**config.mk**
```make
export PLATFORM = sky130hd
export DESIGN_NAME = udma_hyper_evt_sequencer_flat
export DESIGN_NICKNAME = d
export VERILOG_FILES = /design/src/rtl/udma_hyper_evt_sequencer_if.sv /design/src/rtl/udma_hyper_evt_sequencer.sv /design/src/flat_wrapper.sv
export SDC_FILE = /design/constraint.sdc
export NUM_CORES = 1
export LEC_CHECK = 0
export CORE_AREA = 4 4 83 105
export DETAILED_ROUTE_END_ITERATION = 7
export DIE_AREA = 0 0 87 109
export HOLD_SLACK_MARGIN = 0.1
export PLACE_DENSITY_LB_ADDON = 0.2
export SLEW_MARGIN = 20
export SYNTH_ARGS = -nofsm -noshare
export SYNTH_HDL_FRONTEND = slang
export SYNTH_SLANG_ARGS = --single-unit
```
**constraint.sdc**
```tcl
create_clock -name sys_clk_i -period 7.8 [get_ports sys_clk_i]
set_input_delay 1.17 -clock sys_clk_i [delete_from_list [all_inputs] [get_ports sys_clk_i]]
set_output_delay 1.17 -clock sys_clk_i [all_outputs]
set_load 0.03 [all_outputs]
```
**src/rtl/udma_hyper_evt_sequencer_if.sv**
```systemverilog
// rtl/udma_hyper_evt_sequencer_if.sv - transaction/EOT/event bundle of the hyper EOT sequencer
// master drives transaction starts and EOTs; slave is the sequencer itself.
interface udma_hyper_evt_sequencer_if #(
   parameter int DEPTH = 4,
   parameter int CNT_W = 16
);
   localparam int PEND_W = $clog2(DEPTH + 1);

   logic              txn_start_i;
   logic              txn_is_read_i;
   logic              txn_ready_o;
   logic              hyper_eot_i;
   logic              evt_rd_eot_o;
   logic              evt_wr_eot_o;
   logic [PEND_W-1:0] pending_o;
   logic [CNT_W-1:0]  rd_done_cnt_o;
   logic [CNT_W-1:0]  wr_done_cnt_o;
   logic              cnt_clr_i;
   logic              err_overflow_o;
   logic              err_spurious_o;
   logic              err_clr_i;

   modport master (
      output txn_start_i, txn_is_read_i, hyper_eot_i, cnt_clr_i, err_clr_i,
      input  txn_ready_o, evt_rd_eot_o, evt_wr_eot_o, pending_o,
             rd_done_cnt_o, wr_done_cnt_o, err_overflow_o, err_spurious_o
   );

   modport slave (
      input  txn_start_i, txn_is_read_i, hyper_eot_i, cnt_clr_i, err_clr_i,
      output txn_ready_o, evt_rd_eot_o, evt_wr_eot_o, pending_o,
             rd_done_cnt_o, wr_done_cnt_o, err_overflow_o, err_spurious_o
   );
endinterface

```
**src/rtl/udma_hyper_evt_sequencer.sv**
```systemverilog
// rtl/udma_hyper_evt_sequencer.sv - classifies hyper EOT pulses into read/write events
// Direction FIFO pushed on each launched transaction, popped once per EOT.
module udma_hyper_evt_sequencer #(
   parameter int DEPTH = 4,
   parameter int CNT_W = 16
) (
   input  logic                      sys_clk_i,
   input  logic                      rstn_i,
   udma_hyper_evt_sequencer_if.slave bus
);
   localparam int AW = $clog2(DEPTH);
   localparam int PW = AW + 1;

   logic [DEPTH-1:0] fifo_q, fifo_d;
   logic [PW-1:0]    wptr_q, wptr_d, rptr_q, rptr_d;
   logic             evt_rd_q, evt_rd_d, evt_wr_q, evt_wr_d;
   logic [CNT_W-1:0] rd_cnt_q, rd_cnt_d, wr_cnt_q, wr_cnt_d;
   logic             err_ovf_q, err_ovf_d, err_sp_q, err_sp_d;

   logic [PW-1:0]    count;
   logic             full, empty, push, pop, head;

   // Pointer MSB disambiguates full from empty once the indices wrap.
   assign count = wptr_q - rptr_q;
   assign full  = (count == PW'(DEPTH));
   assign empty = (count == '0);
   assign push  = bus.txn_start_i & ~full;
   assign pop   = bus.hyper_eot_i & ~empty;
   assign head  = fifo_q[rptr_q[AW-1:0]];

   always_comb begin
      fifo_d   = fifo_q;
      wptr_d   = wptr_q;
      rptr_d   = rptr_q;
      rd_cnt_d = rd_cnt_q;
      wr_cnt_d = wr_cnt_q;
      if (push) begin
         fifo_d[wptr_q[AW-1:0]] = bus.txn_is_read_i;
         wptr_d                 = wptr_q + PW'(1);
      end
      if (pop) begin
         rptr_d = rptr_q + PW'(1);
      end
      // Head is read from pre-cycle state, so a same-cycle push can never be popped.
      evt_rd_d = pop & head;
      evt_wr_d = pop & ~head;
      if (bus.cnt_clr_i) begin
         rd_cnt_d = '0;
         wr_cnt_d = '0;
      end else begin
         if (evt_rd_d && rd_cnt_q != '1) rd_cnt_d = rd_cnt_q + CNT_W'(1);
         if (evt_wr_d && wr_cnt_q != '1) wr_cnt_d = wr_cnt_q + CNT_W'(1);
      end
      err_ovf_d = (bus.txn_start_i & full)  | (err_ovf_q & ~bus.err_clr_i);
      err_sp_d  = (bus.hyper_eot_i & empty) | (err_sp_q  & ~bus.err_clr_i);
   end

   always_ff @(posedge sys_clk_i or negedge rstn_i) begin
      if (!rstn_i) begin
         fifo_q    <= '0;
         wptr_q    <= '0;
         rptr_q    <= '0;
         evt_rd_q  <= 1'b0;
         evt_wr_q  <= 1'b0;
         rd_cnt_q  <= '0;
         wr_cnt_q  <= '0;
         err_ovf_q <= 1'b0;
         err_sp_q  <= 1'b0;
      end else begin
         fifo_q    <= fifo_d;
         wptr_q    <= wptr_d;
         rptr_q    <= rptr_d;
         evt_rd_q  <= evt_rd_d;
         evt_wr_q  <= evt_wr_d;
         rd_cnt_q  <= rd_cnt_d;
         wr_cnt_q  <= wr_cnt_d;
         err_ovf_q <= err_ovf_d;
         err_sp_q  <= err_sp_d;
      end
   end

   assign bus.txn_ready_o    = ~full;
   assign bus.pending_o      = count;
   assign bus.evt_rd_eot_o   = evt_rd_q;
   assign bus.evt_wr_eot_o   = evt_wr_q;
   assign bus.rd_done_cnt_o  = rd_cnt_q;
   assign bus.wr_done_cnt_o  = wr_cnt_q;
   assign bus.err_overflow_o = err_ovf_q;
   assign bus.err_spurious_o = err_sp_q;
endmodule

```
**src/flat_wrapper.sv**
```systemverilog
// flat-port wrapper written by rule: the top's interface ports become plain ports
module udma_hyper_evt_sequencer_flat 
#(
   parameter int DEPTH = 4,
   parameter int CNT_W = 16
)
  (sys_clk_i, rstn_i, bus_txn_start_i, bus_txn_is_read_i, bus_hyper_eot_i, bus_cnt_clr_i, bus_err_clr_i, bus_txn_ready_o, bus_evt_rd_eot_o, bus_evt_wr_eot_o, bus_pending_o, bus_rd_done_cnt_o, bus_wr_done_cnt_o, bus_err_overflow_o, bus_err_spurious_o);
  udma_hyper_evt_sequencer_if #(.DEPTH(DEPTH), .CNT_W(CNT_W)) bus_i ();
  input  logic sys_clk_i;
  input  logic rstn_i;
  input wire logic [$bits(bus_i.txn_start_i)-1:0] bus_txn_start_i;
  input wire logic [$bits(bus_i.txn_is_read_i)-1:0] bus_txn_is_read_i;
  input wire logic [$bits(bus_i.hyper_eot_i)-1:0] bus_hyper_eot_i;
  input wire logic [$bits(bus_i.cnt_clr_i)-1:0] bus_cnt_clr_i;
  input wire logic [$bits(bus_i.err_clr_i)-1:0] bus_err_clr_i;
  output wire logic [$bits(bus_i.txn_ready_o)-1:0] bus_txn_ready_o;
  output wire logic [$bits(bus_i.evt_rd_eot_o)-1:0] bus_evt_rd_eot_o;
  output wire logic [$bits(bus_i.evt_wr_eot_o)-1:0] bus_evt_wr_eot_o;
  output wire logic [$bits(bus_i.pending_o)-1:0] bus_pending_o;
  output wire logic [$bits(bus_i.rd_done_cnt_o)-1:0] bus_rd_done_cnt_o;
  output wire logic [$bits(bus_i.wr_done_cnt_o)-1:0] bus_wr_done_cnt_o;
  output wire logic [$bits(bus_i.err_overflow_o)-1:0] bus_err_overflow_o;
  output wire logic [$bits(bus_i.err_spurious_o)-1:0] bus_err_spurious_o;
  assign bus_i.txn_start_i = bus_txn_start_i;
  assign bus_i.txn_is_read_i = bus_txn_is_read_i;
  assign bus_i.hyper_eot_i = bus_hyper_eot_i;
  assign bus_i.cnt_clr_i = bus_cnt_clr_i;
  assign bus_i.err_clr_i = bus_err_clr_i;
  assign bus_txn_ready_o = bus_i.txn_ready_o;
  assign bus_evt_rd_eot_o = bus_i.evt_rd_eot_o;
  assign bus_evt_wr_eot_o = bus_i.evt_wr_eot_o;
  assign bus_pending_o = bus_i.pending_o;
  assign bus_rd_done_cnt_o = bus_i.rd_done_cnt_o;
  assign bus_wr_done_cnt_o = bus_i.wr_done_cnt_o;
  assign bus_err_overflow_o = bus_i.err_overflow_o;
  assign bus_err_spurious_o = bus_i.err_spurious_o;
  udma_hyper_evt_sequencer #(.DEPTH(DEPTH), .CNT_W(CNT_W)) u_core (.sys_clk_i(sys_clk_i), .rstn_i(rstn_i), .bus(bus_i));
endmodule
```
# After elaboration in Yosys (flattened, before gate mapping)

Cells that the tools add are included.

Bits in registers: 46
Logic and storage cells: 49
Output and inout port bits: 40
Input bits: 7

Equal/unequal tests: 3
Muxes and demuxes: 9
Reductions and logical operators: 6
Order comparisons: 3
$add $sub $neg: 5
Bitwise gates (word level): 14

Operator list:

| kind                  | number |
|---|---|
| $mux 16               | 4 |
| $add 16x1->16 const B | 2 |
| $ne 16x16->1 const B  | 2 |
| $and 1x1->1           | 8 |
| $add 3x1->3 const B   | 2 |
| $lt 2x3->1 const B    | 2 |
| $bwmux 4              | 1 |
| $not 1->1             | 4 |
| $reduce_bool 2->1     | 2 |
| $eq 3x3->1 const B    | 1 |
| $logic_and 1x1->1     | 3 |
| $logic_not 3->1       | 1 |
| $sub 3x3->3           | 1 |
| $bmux 1 s2            | 1 |
| $demux 1 s2           | 1 |
| $ge 2x1->1 const B    | 1 |
| $mux 1                | 2 |
| $or 1x1->1            | 2 |

# Logic depth before layout (Yosys ltp)

Word-level depth: 8
Mapped depth: 9
Mapped depth without buffers: 8

# Least setup slack after synthesis

Ideal clock, no wire load.

Kind: flip-flop to output port
Start: register u_core.wptr_q[0]
End: output bus_txn_ready_o
Data required time: 6.630 ns
Arrival time: 1.808 ns
Cell stages (with the launch flop): 7
Buffers on the path: 0
Slack: 4.822 ns
Cell sequence: dfrtp_1 -> inv_1 -> ha_1 -> fa_1 -> xnor3_1 -> inv_1 -> nand3_1

Cells in the longest elaborated chain, start to end: 3

RTL lines:

| what                     | line                           | source |
|---|---|---|
| start: declaration       | udma_hyper_evt_sequencer.sv:15 | `logic [PW-1:0] wptr_q, wptr_d, rptr_q, rptr_d;` |
| start signal: assignment | udma_hyper_evt_sequencer.sv:71 | `wptr_q <= wptr_d;` |
| $sub 3x3->3              | udma_hyper_evt_sequencer.sv:24 | `assign count = wptr_q - rptr_q;` |
| net bus_pending_o[2]     | flat_wrapper.sv:19             | `output wire logic [$bits(bus_i.pending_o)-1:0] bus_pending_o;` |
| $eq 3x3->1               | udma_hyper_evt_sequencer.sv:25 | `assign full = (count == PW'(DEPTH));` |
| $not 1->1                | udma_hyper_evt_sequencer.sv:82 | `assign bus.txn_ready_o = ~full;` |
| end: declaration         | flat_wrapper.sv:16             | `output wire logic [$bits(bus_i.txn_ready_o)-1:0] bus_txn_ready_o;` |

The timed path passes the listed nets, and every way through them passes these cells.

# Worst setup path after layout

Start: register u_core.wptr_q[0]
End: output bus_txn_ready_o

Cells in the longest elaborated chain, start to end: 3

RTL lines:

| what        | line |
|---|---|
| $sub 3x3->3 | udma_hyper_evt_sequencer.sv:24 |
| $eq 3x3->1  | udma_hyper_evt_sequencer.sv:25 |
| $not 1->1   | udma_hyper_evt_sequencer.sv:82 |

No other way between the ends.

==> qor.txt <==
RUN STATUS
----------------------------------------------------------------------------------------
Status .................................................................... finished, final reports clean

HOLD PATH
----------------------------------------------------------------------------------------
Type of the most critical hold path ....................................... register to register
Hold Crit Start ........................................................... u_core.rptr_q[2]$_DFFE_PN0P_
Sink of the worst hold path ............................................... u_core.rptr_q[2]$_DFFE_PN0P_
Number of cells on the worst hold path ....................................            1

GLOBAL ROUTING
----------------------------------------------------------------------------------------
Number of antenna violations at the first check in global routing .........            0
Vias in the first global route ............................................         2106
Pin count of the biggest net entering global routing ......................           56
Wire length of the first global-routing pass ..............................      9930 um
Global Route Usage Sum ....................................................        0.128
Residual overflow from global routing .....................................            0

POWER
----------------------------------------------------------------------------------------
Worst voltage drop across the vdd grid ....................................   0.000189 V
Power per Cell Area .......................................................   280 nW/um2
Leak ......................................................................      1.36 nW

YOSYS
----------------------------------------------------------------------------------------
Post-synthesis instance total .............................................          269
Synthesized-area fraction occupied by adder cells .........................       0.0454
Mean area per synthesized cell ............................................     9.84 um2
Post-synthesis share of cell area spent on and, or, nand and nor gates ....        0.249
Synthesis warning total ...................................................            0
Complex-gate fraction of the synthesized area .............................       0.0799
Parity-gate share of the synthesized area counting xor and xnor cells .....       0.0217
Largest family of logic cells by synthesized area ......................... simple AND/OR/NAND/NOR gates
Syn_nets ..................................................................          285
FFs w/ async S/R, synth ...................................................         1.00
Multiplexer share of the synthesized area .................................        0.127
Number of enable flip-flop cells after synthesis ..........................            0
Post-synthesis cell type count ............................................           36
Portion of the post-synthesis area used by sequential elements ............        0.435
Flip-flop and latch count after synthesis .................................           46
Most common flop cell mapped by yosys ..................................... sky130_fd_sc_hd__dfrtp_1
Total standard cell area after synthesis ..................................     2650 um2

ROUTING
----------------------------------------------------------------------------------------
Number of search-and-repair iterations in the first detailed-routing pass .            4
Number of DRC violations after detailed routing ...........................            0
DR iter-0 viols ...........................................................           61
Routed len/inst ...........................................................      14.1 um
Via count .................................................................         2109
Post-route ant nets .......................................................            0
Total wire length after detailed routing ..................................      5740 um
Vias per Instance .........................................................         5.18

CLOCK NETWORK
----------------------------------------------------------------------------------------
Sinks on the clock net ....................................................           46
Cts repair resizes ........................................................            0
Clock tree from TritonCTS .................................................          yes
Root cell of the clock tree ............................................... sky130_fd_sc_hd__clkbuf_8
H-Tree Depth ..............................................................            2
Maximum buffer depth of the clock tree ....................................            2
Worst-skew pair later-pin latency .........................................       300 ps
CTS clk-pin slew, worst paths .............................................        90 ps
Clock buffers created by TritonCTS ........................................            5
Hold buffer count at cts ..................................................            0
Setup repair bufs after CTS ...............................................            0

CELLS AND AREA
----------------------------------------------------------------------------------------
Filler Cells Inserted .....................................................          768
Proportion of layout cells with a drive suffix above 1 ....................        0.128
Area growth from synthesis to layout ......................................        24.8%
Final net count ...........................................................          327
Number of antenna cells inserted ..........................................            0

TIMING
----------------------------------------------------------------------------------------
Worst Max-Slew Pin Slew ...................................................       922 ps
Normalized max-slew margin ................................................        0.385
Number of pins exceeding their max-slew limit in the final report .........            0
Final worst path period share .............................................        0.468
Maximum clock frequency ...................................................      274 MHz
Final setup margin ........................................................      4150 ps
Final count of negative-setup-slack endpoints .............................            0
Min Tclk post-route .......................................................      3650 ps
Clock tree skew after final layout ........................................      5.79 ps
Final hold violation count ................................................            0
Setup TNS after final layout ..............................................         0 ps
Setup repair after global routing missed its margin .......................        false

SETUP PATH
----------------------------------------------------------------------------------------
Element type at the critical path end ..................................... primary output
Maximum net fanout on the critical path ...................................            6
R2R Path End .............................................................. u_core.bus.wr_done_cnt_o[14]$_DFFE_PN0P_
Worst EP required .........................................................      6630 ps
Path type of the worst setup path ......................................... register to primary output
R2r worst-path depth ......................................................            7
Arrival @ worst endpoint ..................................................      2480 ps
Beginning of the worst register-to-register path .......................... u_core.wptr_q[0]$_DFFE_PN0P_
Sort of element at the start of the critical path .........................     register
Internal reg-to-reg setup slack ...........................................      5050 ps

JOB
----------------------------------------------------------------------------------------
Number of max-capacitance violations reported .............................            0

PLACE
----------------------------------------------------------------------------------------
Dpl ws ....................................................................      4470 ps
Placed wire-length estimate after detailed placement ......................      3970 um
Routability Congestion ....................................................        0.729
Number of port buffers ....................................................           46

FLOORPLANNING
----------------------------------------------------------------------------------------
DIE AREA ..................................................................     9480 um2
Vertical die dimension ....................................................       109 um
Floorplan die width .......................................................        87 um
Initial cell density of the core ..........................................        0.344
Core box area .............................................................     7700 um2
Number of I/O pins ........................................................           47
Standard-cell rows ........................................................           36

==> flip-flops by register name, summed over array words and instances (netlist names) <==
register,flops
u_core.bus.err_overflow_o,1
u_core.bus.err_spurious_o,1
u_core.bus.evt_rd_eot_o,1
u_core.bus.evt_wr_eot_o,1
u_core.bus.rd_done_cnt_o,16
u_core.bus.wr_done_cnt_o,16
u_core.fifo_q,4
u_core.rptr_q,3
u_core.wptr_q,3
==> metal layers <==
| metal | GRT usage | part of all wire | vias to the layer above |
|---|---|---|---|
| met2 | 0.217 | 0.49 | 35 |
| met1 | 0.165 | 0.46 | 1022 |
| met4 | 0.0401 | 0.010 | 0 |
| li1 | - | - | 1047 |
| met5 | 0 | 0 | - |
| met3 | 0.0249 | 0.036 | 5 |
==> critical path: stages (launching register included) <==
cell and delay (ps):
sky130_fd_sc_hd__dfrtp_1 380, sky130_fd_sc_hd__inv_1 100, sky130_fd_sc_hd__ha_1 200, sky130_fd_sc_hd__fa_1 360
sky130_fd_sc_hd__xnor3_1 240, sky130_fd_sc_hd__inv_1 100, sky130_fd_sc_hd__nand3_1 120, sky130_fd_sc_hd__clkdlybuf4s50_1 680
==> synthesized netlist by cell type, drive strengths merged, types with 3 or more instances <==
cell	instances	area, um2
dfrtp	46	1150
mux2	26	293
nor2	23	86.3
nor2b	21	131
nand2	16	60.1
inv	15	56.3
nand3	13	65.1
nor4	13	81.3
clkbuf	11	41.3
a21oi	10	50.1
ha	8	100
or4	8	60.1
a211oi	6	45.0
o31ai	6	45.0
and4	5	43.8
nand4	5	31.3
and3	4	25.0
nand2b	4	25.0
and2	3	18.8
buf	3	15.0
o21ai	3	15.0
xnor2	3	26.3
==> report_power, final <==
part	leakage, nW	total [mW]	internal, mW	switching (mW)
combinational	0.680	0.431	0.179	0.252
clock	0.0579	0.180	0.0945	0.0851
sequential	0.617	0.313	0.279	0.0335
==> kinds of logic (layout without fill, tap and decap cells) <==
family	Yosys count	count (layout)
mux	29	29
xor+xnor	5	5
buf+inv	29	72
simple gates	119	119
compound gates	32	32
fa+ha+maj	9	9
flops	46	46
==> worst max path at each step <==
stage / end / start / cells after the start
4_1_cts: bus_txn_ready_o / u_core.wptr_q[0]$_DFFE_PN0P_ / 7
6_report: bus_txn_ready_o / u_core.wptr_q[0]$_DFFE_PN0P_ / 7
5_1_grt: bus_txn_ready_o / u_core.wptr_q[0]$_DFFE_PN0P_ / 7
3_5_place_dp: bus_txn_ready_o / u_core.wptr_q[0]$_DFFE_PN0P_ / 7
3_3_place_gp: bus_txn_ready_o / u_core.wptr_q[0]$_DFFE_PN0P_ / 7
2_1_floorplan: bus_txn_ready_o / u_core.wptr_q[0]$_DFFE_PN0P_ / 6
==> stage by stage <==
| stage | utilization | area (um2) | hold WS, ps | total power [mW] | std cells |
|---|---|---|---|---|---|
| 2_1_floorplan | - | 2650 | 443 | 0.619 | 269 |
| 3_3_place_gp | 0.412 | 3180 | 472 | 0.750 | 398 |
| 3_5_place_dp | 0.415 | 3200 | 482 | 0.754 | 399 |
| 4_1_cts | 0.429 | 3300 | 501 | 0.939 | 407 |
| 5_1_grt | 0.429 | 3300 | 511 | 0.993 | 407 |
| 6_report | 0.429 | 3300 | 493 | 0.924 | 407 |
==> area by class of cell <==
type | instances | area [um2] | area share
repair buffers | 49 | 485 | 0.147
clock inverters | 3 | 40.0 | 0.0121
clock buffers | 5 | 68.8 | 0.0208
flip-flops and latches | 46 | 1150 | 0.348
well taps | 95 | 119 | 0.0360
multi-input cells | 194 | 1380 | 0.419
inverters | 15 | 56.3 | 0.0170
==> cells in the final DEF (no fill, tap or decap), types with 4 or more instances in the layout <==
master,count
sky130_fd_sc_hd__nand3_1,13
sky130_fd_sc_hd__a211oi_1,6
sky130_fd_sc_hd__nor2_1,23
sky130_fd_sc_hd__clkdlybuf4s50_1,44
sky130_fd_sc_hd__nor4_1,13
sky130_fd_sc_hd__nor2b_1,21
sky130_fd_sc_hd__nand2_1,16
sky130_fd_sc_hd__and3_1,4
sky130_fd_sc_hd__nand4_1,5
sky130_fd_sc_hd__dfrtp_1,46
sky130_fd_sc_hd__a21oi_1,10
sky130_fd_sc_hd__o31ai_1,6
sky130_fd_sc_hd__nand2b_1,4
sky130_fd_sc_hd__and4_1,5
sky130_fd_sc_hd__ha_1,8
sky130_fd_sc_hd__clkbuf_8,5
sky130_fd_sc_hd__inv_1,15
sky130_fd_sc_hd__mux2_2,26
sky130_fd_sc_hd__or4_1,8
Power figures use the tool's default switching activity.
